$ cat config.mk
export PLATFORM = sky130hd
export DESIGN_NAME = fc_layer_sequencer_flat
export DESIGN_NICKNAME = d
export VERILOG_FILES = /design/src/rtl/fc_layer_sequencer_if.sv /design/src/rtl/fc_layer_sequencer.sv /design/src/flat_wrapper.sv
export SDC_FILE = /design/constraint.sdc
export NUM_CORES = 1
export LEC_CHECK = 0
export ABC_AREA = 0
export BUFFER_PORTS_ARGS = -buffer_cell sky130_fd_sc_hd__buf_2
export CORE_AREA = 2 2 297 299
export DETAILED_ROUTE_END_ITERATION = 16
export DIE_AREA = 0 0 299 301
export SETUP_SLACK_MARGIN = 0.4
export SYNTH_ARGS = -nofsm -noshare
export SYNTH_HDL_FRONTEND = slang
export SYNTH_SLANG_ARGS = --single-unit
$ cat constraint.sdc
create_clock -name clk -period 4.92 [get_ports clk]
set_clock_uncertainty 0.2 [all_clocks]
set_input_delay 0.492 -clock clk [delete_from_list [all_inputs] [get_ports clk]]
set_output_delay 0.492 -clock clk [all_outputs]
set_load 0.005 [all_outputs]
$ cat src/rtl/fc_layer_sequencer_if.sv
// Bus bundle between the FC layer sequencer, the FC engine and the system output.
// Optional macro: FC_ARGMAX_EN adds the winning-class outputs (class_o, class_valid_o).
interface fc_layer_sequencer_if;
    logic       go_i;
    logic [7:0] fc_result_i;
    logic       fc_valid_i;
    logic       fc_last_i;
    logic       start_o;
    logic [1:0] nth_fully_o;
    logic [8:0] in_node_num_o;
    logic [6:0] out_node_num_o;
    logic       ifmap_wren_o;
    logic [9:0] ifmap_wrptr_o;
    logic [7:0] ifmap_wdata_o;
    logic [7:0] res_data_o;
    logic       res_valid_o;
    logic       res_last_o;
    logic       busy_o;
    logic       err_o;
`ifdef FC_ARGMAX_EN
    logic [3:0] class_o;
    logic       class_valid_o;

    modport master (
        input  go_i, fc_result_i, fc_valid_i, fc_last_i,
        output start_o, nth_fully_o, in_node_num_o, out_node_num_o,
        output ifmap_wren_o, ifmap_wrptr_o, ifmap_wdata_o,
        output res_data_o, res_valid_o, res_last_o, busy_o, err_o,
        output class_o, class_valid_o
    );
    modport slave (
        output go_i, fc_result_i, fc_valid_i, fc_last_i,
        input  start_o, nth_fully_o, in_node_num_o, out_node_num_o,
        input  ifmap_wren_o, ifmap_wrptr_o, ifmap_wdata_o,
        input  res_data_o, res_valid_o, res_last_o, busy_o, err_o,
        input  class_o, class_valid_o
    );
`else
    modport master (
        input  go_i, fc_result_i, fc_valid_i, fc_last_i,
        output start_o, nth_fully_o, in_node_num_o, out_node_num_o,
        output ifmap_wren_o, ifmap_wrptr_o, ifmap_wdata_o,
        output res_data_o, res_valid_o, res_last_o, busy_o, err_o
    );
    modport slave (
        output go_i, fc_result_i, fc_valid_i, fc_last_i,
        input  start_o, nth_fully_o, in_node_num_o, out_node_num_o,
        input  ifmap_wren_o, ifmap_wrptr_o, ifmap_wdata_o,
        input  res_data_o, res_valid_o, res_last_o, busy_o, err_o
    );
`endif
endinterface

$ cat src/rtl/fc_layer_sequencer.sv
// Chains the FC layers: stages each non-final layer's outputs, copies them into the
// engine ifmap buffer, restarts the engine on the next layer, and forwards the final
// layer to the system output.
// Optional macro: FC_ARGMAX_EN adds winning-class tracking on the final layer.
//
// state | meaning
// IDLE  | waiting for go_i
// START | one-cycle engine start pulse, layer config already stable
// RUN   | engine streaming results (staged, or forwarded on the final layer)
// COPY  | staging RAM -> ifmap buffer; first write lands two cycles after the
//       | fc_last_i beat (one cycle for the synchronous RAM read)
// GAP   | one quiet cycle before the next layer's start
module fc_layer_sequencer #(
    parameter int NUM_LAYERS = 3,
    parameter int L0_IN      = 128,
    parameter int L0_OUT     = 120,
    parameter int L1_OUT     = 84,
    parameter int L2_OUT     = 10
) (
    input  logic                 clk,
    input  logic                 rst,
    fc_layer_sequencer_if.master bus
);
    typedef enum logic [2:0] {S_IDLE, S_START, S_RUN, S_COPY, S_GAP} state_t;

    state_t     state_q, state_d;
    logic [1:0] layer_q, layer_d;
    logic       load_cfg;
    logic [1:0] nth_q;
    logic [8:0] in_n_q;
    logic [6:0] out_n_q;
    logic [7:0] beat_cnt_q;
    logic [7:0] copy_cnt_q;
    logic       err_q;
    logic       wren_q;
    logic [9:0] wrptr_q;
    logic [7:0] rd_data_q;
    logic [7:0] res_data_q;
    logic       res_valid_q;
    logic       res_last_q;
    logic [7:0] stage_mem [0:127];

    logic final_layer, run_beat, end_beat, beat_in_range, beat_at_end, copy_done, take_res;

    function automatic logic [8:0] in_nodes(input logic [1:0] l);
        case (l)
            2'd0:    return 9'(L0_IN);
            2'd1:    return 9'(L0_OUT);
            default: return 9'(L1_OUT);
        endcase
    endfunction

    function automatic logic [6:0] out_nodes(input logic [1:0] l);
        case (l)
            2'd0:    return 7'(L0_OUT);
            2'd1:    return 7'(L1_OUT);
            default: return 7'(L2_OUT);
        endcase
    endfunction

    assign final_layer   = (layer_q == 2'(NUM_LAYERS - 1));
    assign run_beat      = (state_q == S_RUN) && bus.fc_valid_i;
    assign end_beat      = run_beat && bus.fc_last_i;
    assign beat_in_range = (beat_cnt_q < {1'b0, out_n_q});
    assign beat_at_end   = (beat_cnt_q == ({1'b0, out_n_q} - 8'd1));
    assign copy_done     = (copy_cnt_q == {1'b0, out_n_q});
    assign take_res      = run_beat && final_layer && beat_in_range;

    // state and layer index registers
    always_ff @(posedge clk) begin
        if (rst) begin
            state_q <= S_IDLE;
            layer_q <= 2'd0;
        end else begin
            state_q <= state_d;
            layer_q <= layer_d;
        end
    end

    // next-state logic; config is loaded on every entry into START
    always_comb begin
        state_d  = state_q;
        layer_d  = layer_q;
        load_cfg = 1'b0;
        case (state_q)
            S_IDLE: if (bus.go_i) begin
                state_d  = S_START;
                layer_d  = 2'd0;
                load_cfg = 1'b1;
            end
            S_START: state_d = S_RUN;
            S_RUN:   if (end_beat) state_d = final_layer ? S_IDLE : S_COPY;
            S_COPY:  if (copy_done) state_d = S_GAP;
            S_GAP: begin
                state_d  = S_START;
                layer_d  = layer_q + 2'd1;
                load_cfg = 1'b1;
            end
            default: state_d = S_IDLE;
        endcase
    end

    // layer configuration outputs, held from START until the next chain
    always_ff @(posedge clk) begin
        if (rst) begin
            nth_q   <= 2'd0;
            in_n_q  <= 9'd0;
            out_n_q <= 7'd0;
        end else if (load_cfg) begin
            nth_q   <= layer_d;
            in_n_q  <= in_nodes(layer_d);
            out_n_q <= out_nodes(layer_d);
        end
    end

    // beat index within the current layer; saturates so runaway streams stay out of range
    always_ff @(posedge clk) begin
        if (rst || state_q == S_START) beat_cnt_q <= 8'd0;
        else if (run_beat && beat_cnt_q != 8'hff) beat_cnt_q <= beat_cnt_q + 8'd1;
    end

    // sticky node-count error, cleared when a new chain is accepted
    always_ff @(posedge clk) begin
        if (rst) err_q <= 1'b0;
        else if (state_q == S_IDLE && bus.go_i) err_q <= 1'b0;
        else if (run_beat && (!beat_in_range || (bus.fc_last_i && !beat_at_end))) err_q <= 1'b1;
    end

    // staging RAM write port (non-final layers only)
    always_ff @(posedge clk) begin
        if (run_beat && !final_layer && beat_in_range) stage_mem[beat_cnt_q[6:0]] <= bus.fc_result_i;
    end

    // staging RAM synchronous read, addressed by the copy counter
    always_ff @(posedge clk) begin
        rd_data_q <= stage_mem[copy_cnt_q[6:0]];
    end

    // copy address issue and the write strobe/address delayed to meet the read data
    always_ff @(posedge clk) begin
        if (rst) begin
            copy_cnt_q <= 8'd0;
            wren_q     <= 1'b0;
            wrptr_q    <= 10'd0;
        end else begin
            if (state_q != S_COPY) copy_cnt_q <= 8'd0;
            else if (!copy_done)   copy_cnt_q <= copy_cnt_q + 8'd1;
            wren_q  <= (state_q == S_COPY) && !copy_done;
            wrptr_q <= {2'b00, copy_cnt_q};
        end
    end

    // final-layer pass-through, one register stage
    always_ff @(posedge clk) begin
        if (rst) begin
            res_data_q  <= 8'd0;
            res_valid_q <= 1'b0;
            res_last_q  <= 1'b0;
        end else begin
            res_valid_q <= take_res;
            res_last_q  <= take_res && bus.fc_last_i;
            if (take_res) res_data_q <= bus.fc_result_i;
        end
    end

`ifdef FC_ARGMAX_EN
    logic signed [7:0] max_val_q;
    logic [3:0]        max_idx_q;
    logic [3:0]        class_q;
    logic              class_valid_q;
    logic              new_max;

    // strictly-greater compare keeps the lowest index on ties
    assign new_max = (beat_cnt_q == 8'd0) || ($signed(bus.fc_result_i) > max_val_q);

    // running maximum and winner latch on the final beat
    always_ff @(posedge clk) begin
        if (rst) begin
            max_val_q     <= 8'sd0;
            max_idx_q     <= 4'd0;
            class_q       <= 4'd0;
            class_valid_q <= 1'b0;
        end else begin
            class_valid_q <= 1'b0;
            if (state_q == S_IDLE && bus.go_i) class_q <= 4'd0;
            if (take_res) begin
                if (new_max) begin
                    max_val_q <= $signed(bus.fc_result_i);
                    max_idx_q <= beat_cnt_q[3:0];
                end
                if (bus.fc_last_i) begin
                    class_q       <= new_max ? beat_cnt_q[3:0] : max_idx_q;
                    class_valid_q <= 1'b1;
                end
            end
        end
    end

    assign bus.class_o       = class_q;
    assign bus.class_valid_o = class_valid_q;
`else
    // final layer is a plain stream pass-through; no winner tracking
`endif

    assign bus.start_o        = (state_q == S_START);
    assign bus.busy_o         = (state_q != S_IDLE);
    assign bus.err_o          = err_q;
    assign bus.nth_fully_o    = nth_q;
    assign bus.in_node_num_o  = in_n_q;
    assign bus.out_node_num_o = out_n_q;
    assign bus.ifmap_wren_o   = wren_q;
    assign bus.ifmap_wrptr_o  = wrptr_q;
    assign bus.ifmap_wdata_o  = wren_q ? rd_data_q : 8'd0;
    assign bus.res_data_o     = res_data_q;
    assign bus.res_valid_o    = res_valid_q;
    assign bus.res_last_o     = res_last_q;
endmodule

$ cat src/flat_wrapper.sv
// flat-port wrapper written by rule: the top's interface ports become plain ports
module fc_layer_sequencer_flat 
#(
    parameter int NUM_LAYERS = 3,
    parameter int L0_IN      = 128,
    parameter int L0_OUT     = 120,
    parameter int L1_OUT     = 84,
    parameter int L2_OUT     = 10
)
  (clk, rst, bus_go_i, bus_fc_result_i, bus_fc_valid_i, bus_fc_last_i, bus_start_o, bus_nth_fully_o, bus_in_node_num_o, bus_out_node_num_o, bus_ifmap_wren_o, bus_ifmap_wrptr_o, bus_ifmap_wdata_o, bus_res_data_o, bus_res_valid_o, bus_res_last_o, bus_busy_o, bus_err_o);
  fc_layer_sequencer_if bus_i ();
  input  logic clk;
  input  logic rst;
  input wire logic [$bits(bus_i.go_i)-1:0] bus_go_i;
  input wire logic [$bits(bus_i.fc_result_i)-1:0] bus_fc_result_i;
  input wire logic [$bits(bus_i.fc_valid_i)-1:0] bus_fc_valid_i;
  input wire logic [$bits(bus_i.fc_last_i)-1:0] bus_fc_last_i;
  output wire logic [$bits(bus_i.start_o)-1:0] bus_start_o;
  output wire logic [$bits(bus_i.nth_fully_o)-1:0] bus_nth_fully_o;
  output wire logic [$bits(bus_i.in_node_num_o)-1:0] bus_in_node_num_o;
  output wire logic [$bits(bus_i.out_node_num_o)-1:0] bus_out_node_num_o;
  output wire logic [$bits(bus_i.ifmap_wren_o)-1:0] bus_ifmap_wren_o;
  output wire logic [$bits(bus_i.ifmap_wrptr_o)-1:0] bus_ifmap_wrptr_o;
  output wire logic [$bits(bus_i.ifmap_wdata_o)-1:0] bus_ifmap_wdata_o;
  output wire logic [$bits(bus_i.res_data_o)-1:0] bus_res_data_o;
  output wire logic [$bits(bus_i.res_valid_o)-1:0] bus_res_valid_o;
  output wire logic [$bits(bus_i.res_last_o)-1:0] bus_res_last_o;
  output wire logic [$bits(bus_i.busy_o)-1:0] bus_busy_o;
  output wire logic [$bits(bus_i.err_o)-1:0] bus_err_o;
  assign bus_i.go_i = bus_go_i;
  assign bus_i.fc_result_i = bus_fc_result_i;
  assign bus_i.fc_valid_i = bus_fc_valid_i;
  assign bus_i.fc_last_i = bus_fc_last_i;
  assign bus_start_o = bus_i.start_o;
  assign bus_nth_fully_o = bus_i.nth_fully_o;
  assign bus_in_node_num_o = bus_i.in_node_num_o;
  assign bus_out_node_num_o = bus_i.out_node_num_o;
  assign bus_ifmap_wren_o = bus_i.ifmap_wren_o;
  assign bus_ifmap_wrptr_o = bus_i.ifmap_wrptr_o;
  assign bus_ifmap_wdata_o = bus_i.ifmap_wdata_o;
  assign bus_res_data_o = bus_i.res_data_o;
  assign bus_res_valid_o = bus_i.res_valid_o;
  assign bus_res_last_o = bus_i.res_last_o;
  assign bus_busy_o = bus_i.busy_o;
  assign bus_err_o = bus_i.err_o;
  fc_layer_sequencer #(.NUM_LAYERS(NUM_LAYERS), .L0_IN(L0_IN), .L0_OUT(L0_OUT), .L1_OUT(L1_OUT), .L2_OUT(L2_OUT)) u_core (.clk(clk), .rst(rst), .bus(bus_i));
endmodule
# Yosys cells after proc, flatten, opt, wreduce, memory -nomap -nowiden

Memory sizes are Yosys's and may differ from the RTL's. A register that Yosys moved wholly into a read port is not among the register bits.
Index checks and enable logic that the tools add are counted.

Register bits after elaboration: 61
Bits in writable memories: 1024
Bits of input ports: 13
Logic and storage cells: 71
Memories: 1

$add $sub $neg: 4
Magnitude comparators: 1
Equality and inequality tests: 13
Muxes and demuxes: 14
Reduce and logical (&&, ||, !) cells: 24

Memories:

| memory           | depth | bits a word | read ports | clocked after Yosys merged registers in | wr ports | RTL line                 | source |
|---|---|---|---|---|---|---|---|
| u_core.stage_mem | 128   | 8           | 1          | 1                                       | 1        | fc_layer_sequencer.sv:41 | `logic [7:0] stage_mem [0:127];` |

Operators by type and width:

| cell                                                                  | count |
|---|---|
| 8-bit by 1-bit adder with 8-bit output, second input constant         | 2 |
| 8-bit one-hot mux with 2 select lines                                 | 1 |
| 3-bit one-hot mux with 5 select lines                                 | 1 |
| 7-bit one-hot mux with 2 select lines                                 | 1 |
| 1-bit logical AND                                                     | 12 |
| 3-bit two-way mux                                                     | 3 |
| 8-bit by 7-bit equality test with 1-bit output                        | 1 |
| 8-bit equality test                                                   | 1 |
| 8-bit by 7-bit < comparator with 1-bit output                         | 1 |
| 8-bit two-way mux                                                     | 1 |
| 8-bit != test, second input constant                                  | 1 |
| 7-bit by 1-bit subtractor with 8-bit output, second input constant    | 1 |
| 3-bit by 2-bit equality test with 1-bit output, second input constant | 2 |
| 1-bit logical NOT                                                     | 4 |
| 2-bit two-way mux                                                     | 2 |
| 2-bit by 1-bit != test with 1-bit output, second input constant       | 2 |
| 2-bit one-hot mux with 2 select lines                                 | 1 |
| 2-bit OR reduction                                                    | 2 |
| 3-bit by 1-bit equality test with 1-bit output, second input constant | 1 |
| 3-bit equality test, second input constant                            | 1 |
| 3-bit logical NOT                                                     | 1 |
| 1-bit two-way mux                                                     | 3 |
| 3-bit by 2-bit != test with 1-bit output, second input constant       | 1 |
| 3-bit AND reduction                                                   | 1 |
| 8 further kinds                                                       | 9 |

# Depth between registers and ports, before layout

Depth after elaboration: 6
Mapped depth: 11
Gate-level depth less buffers: 8

# Least setup slack after synthesis

Ideal clock, no wire load.

Path kind: reg2reg
From: reg u_core.out_n_q[2], in the netlist u_core.bus.out_node_num_o[2]
To: mem u_core.stage_mem[110][0] (enable)
Arrival time: 2.571 ns
Data required time: 4.350 ns
Slack: 1.779 ns
Stages on the path, launching flop included: 12
Buffers on the path: 3
Clock period less this slack: 3.141 ns
Path through: dfxtp_1 inv_1 ha_1 nor2b_1 o21a_1 o21ai_0 a22o_1 buf_2 buf_2 nand3b_1 clkbuf_1 nor2_1

Word-level cells in the longest chain between the ends: 4

RTL lines:

| what                                          | RTL line                  | source |
|---|---|---|
| start, declared                               | fc_layer_sequencer.sv:31  | `logic [6:0] out_n_q;` |
| start signal, assigned                        | fc_layer_sequencer.sv:112 | `out_n_q <= out_nodes(layer_d);` |
| 8-bit by 7-bit < comparator with 1-bit output | fc_layer_sequencer.sv:64  | `assign beat_in_range = (beat_cnt_q < {1'b0, out_n_q});` |
| 1-bit logical AND                             | fc_layer_sequencer.sv:131 | `if (run_beat && !final_layer && beat_in_range) stage_mem[beat_cnt_q[6:0]] <= bus.fc_result_i;` |
| 1-bit two-way mux                             | fc_layer_sequencer.sv:131 |  |
| 1-bit two-way mux (implied by the code)       | fc_layer_sequencer.sv:131 |  |
| end, declared                                 | fc_layer_sequencer.sv:41  |  |

Every way passes these cells.

==> flow_summary.toml <==
[outcome]
status = "finished, violations left"
violations = "capacitance limit"

[critical_path]
end_kind = "flop"
crit_buf_inv = 1
cp_slowest_cell = "a2111oi_0"
setup.worst_path.start_class = "flop"
cp_cell_sequence = "buf_4 > mux4_2 > nand2_1 > a21oi_1 > a2111oi_0 > a211oi_1 > o32a_1"
criticalPathCategory = "flop to flop"
crit_fanout = 41
crit_arrival_ps = 4710
cpPeakStageDelay_ps = 1200
cp.required_ps = 5280
critPathTopFamily = "compound AO/OA/AOI/OAI gates"

[synthesis]
ys_seq_area_share_pct = 75.4
synth_area_mm2 = 0.0423
yosys.area_share.adder_pct = 0.296
synth_top_family_by_area = "multiplexers"
synth_compound_area_share_pct = 4.35
avgSynthCellArea_um2 = 19.0
synth_warnings = 0
synthXorXnorAreaFrac_pct = 0.435
synthDistinctLibCells = 59
synthMuxAreaShare_pct = 13.8
synth_seq_cells = 1081
syn-instance-count = 2220
postSynth.asyncResetShare_pct = 0
synthSimpleGateAreaFrac_pct = 3.77
ys.flop_type = "edfxtp_1"
synth_edf_count = 1024

[clocking]
cts-resized-gates = 0
cts_sinks = 1081
cts_setup_buffers = 0
cts_max_level = 3
clkTransAtPathRegs_ps = 60
cts_buffers = 107
clkLatencyLatePin_ps = 680
root_buffer = "clkbuf_16"
cts_buffer_depth = 3
ctsHoldBuffers = 2
cts_tree = "yes"

[placed_design]
pre_cts_ws_ps = 855
gp_congestion = 0.862
dpl.hpwl_mm = 65.8
dp.cells = 3356
port_buffers = 56

[timing]
setup_slack_ps = 568
setup_viol = 0
setup_tns_ps = 0
maxSlewViolCount = 0
max_clock_freq_mhz = 230
tightest_slew_ps = 1440
period_share_pct = 88.5
hold_viol_final = 0
relSlewSlack_pct = 1.29
rsz0062_at_grt = "false"
min_period_ps = 4350

[layout]
final_common_cell = "edfxtp_1"
n_fill_cell = 6609
area_delta_synth_final_pct = 12.1
post-route-util_pct = 54.8
nNetsFinal = 2335
fin_cells = 3555
antenna_cells = 0
drive_above_1_share_pct = 19.8
mostFrequentLayoutCells = "edfxtp_1 (1024), mux4_2 (190), nor2_1 (176), mux2i_1 (156), clkbuf_16 (107)"

[routing]
viasPerCell = 6.18
dr.pass1.iters = 5
via_count = 21955
wirelength_mm = 108
drc_errors = 0
ant_nets = 0
first_iter_violations = 2459
wire_per_inst_um = 30.3

[floorplan]
die_area_mm2 = 0.0900
core_area_mm2 = 0.0865
die_width_um = 299
initial_core_util_pct = 48.9
die_h_um = 301
io_pins = 63
num_rows = 108

[global_route]
track_usage_pct = 24.0
grt_pass1_vias = 21802
grt_pass1_wl_mm = 157
grt_max_degree = 97
antenna_found_initial = 0
overflow = 0

[hold_path]
hp-class = "primary input to flop"

[pwr]
leakagePower_uw = 0.0142
powerDensity_mw_per_mm2 = 401
ir_drop_mv = 0.308
total_power_uw = 19000

[job]
cap_violations = 1
## synth_stat cells (14+ instances only)
library cell / n / area [um2]
a211oi_1: 41 / 308
a21oi_1: 41 / 205
a22o_1: 14 / 123
a22oi_1: 31 / 233
buf_2: 37 / 185
buf_4: 34 / 255
clkbuf_1: 42 / 158
dfxtp_1: 57 / 1140
edfxtp_1: 1024 / 30700
mux2i_1: 156 / 1560
mux4_2: 190 / 4280
nand2_1: 58 / 218
nand3_1: 26 / 130
nor2_1: 176 / 661
nor2b_1: 17 / 106
nor3_1: 22 / 110
o21ai_0: 30 / 150
o221ai_1: 15 / 131
o22ai_1: 29 / 181
## where the power goes
part           switching (uW)  leakage, uW  internal (uW)
sequential               35.6      0.00967          10100
combinational             403      0.00275            144
clock                    3460      0.00177           4890
total                    3890       0.0142          15100
## cells by family (layout without fill, tap and decap cells)
logic type,count (synthesis),count (layout)
buf+inv,143,318
simple gates,355,355
fa+ha+maj,10,10
xor+xnor,21,21
compound gates,262,262
other cells,1,6
mux,347,347
flops,1081,1081
## layer usage
| metal | GRT usage (%) | wire, um |
|---|---|---|
| met5 | 0 | 0 |
| met4 | 6.75 | 2840 |
| met3 | 3.59 | 7630 |
| met2 | 39.2 | 52600 |
| met1 | 34.1 | 44600 |
## state kept, by name, indices dropped and copies added (netlist names), 3 cells and up
name                       cells
u_core.beat_cnt_q              8
u_core.bus.ifmap_wrptr_o       8
u_core.bus.out_node_num_o      5
u_core.bus.res_data_o          8
u_core.copy_cnt_q              8
u_core.rd_data_q               8
u_core.stage_mem            1024
u_core.state_q                 3
## layout make-up
type                    instances  area, um2  share of cell area (%)
flip-flops and latches       1081      31900                    67.3
multi-input cells            1001       9630                    20.3
clock buffers                 133       2840                    5.98
well taps                    1155       1450                    3.05
clock inverters                64        777                    1.64
repair buffers                107        751                    1.58
inverters                      14       52.6                   0.111
## stage by stage
| stage | instance area [um2] | hold WS (ps) |
|---|---|---|
| 6_report | 47400 | 44.4 |
| 5_1_grt | 47400 | 15.7 |
| 4_1_cts | 47400 | 3.16 |
| 3_5_place_dp | 43800 | 278 |
| 3_3_place_gp | 43800 | 265 |
| 2_1_floorplan | 42300 | 261 |
## worst paths after layout
path                                  from                        to  slack, ps  cells after the start
hold / removal          bus_fc_result_i[0]   u_core.stage_mem[52][0]         40                      1
setup reg to reg      u_core.copy_cnt_q[0]       u_core.rd_data_q[1]        570                      7
setup / recovery      u_core.copy_cnt_q[0]       u_core.rd_data_q[1]        570                      7
hold reg to reg   u_core.bus.res_data_o[5]  u_core.bus.res_data_o[5]        290                      2
No activity file was read; power rests on OpenSTA's default activity.
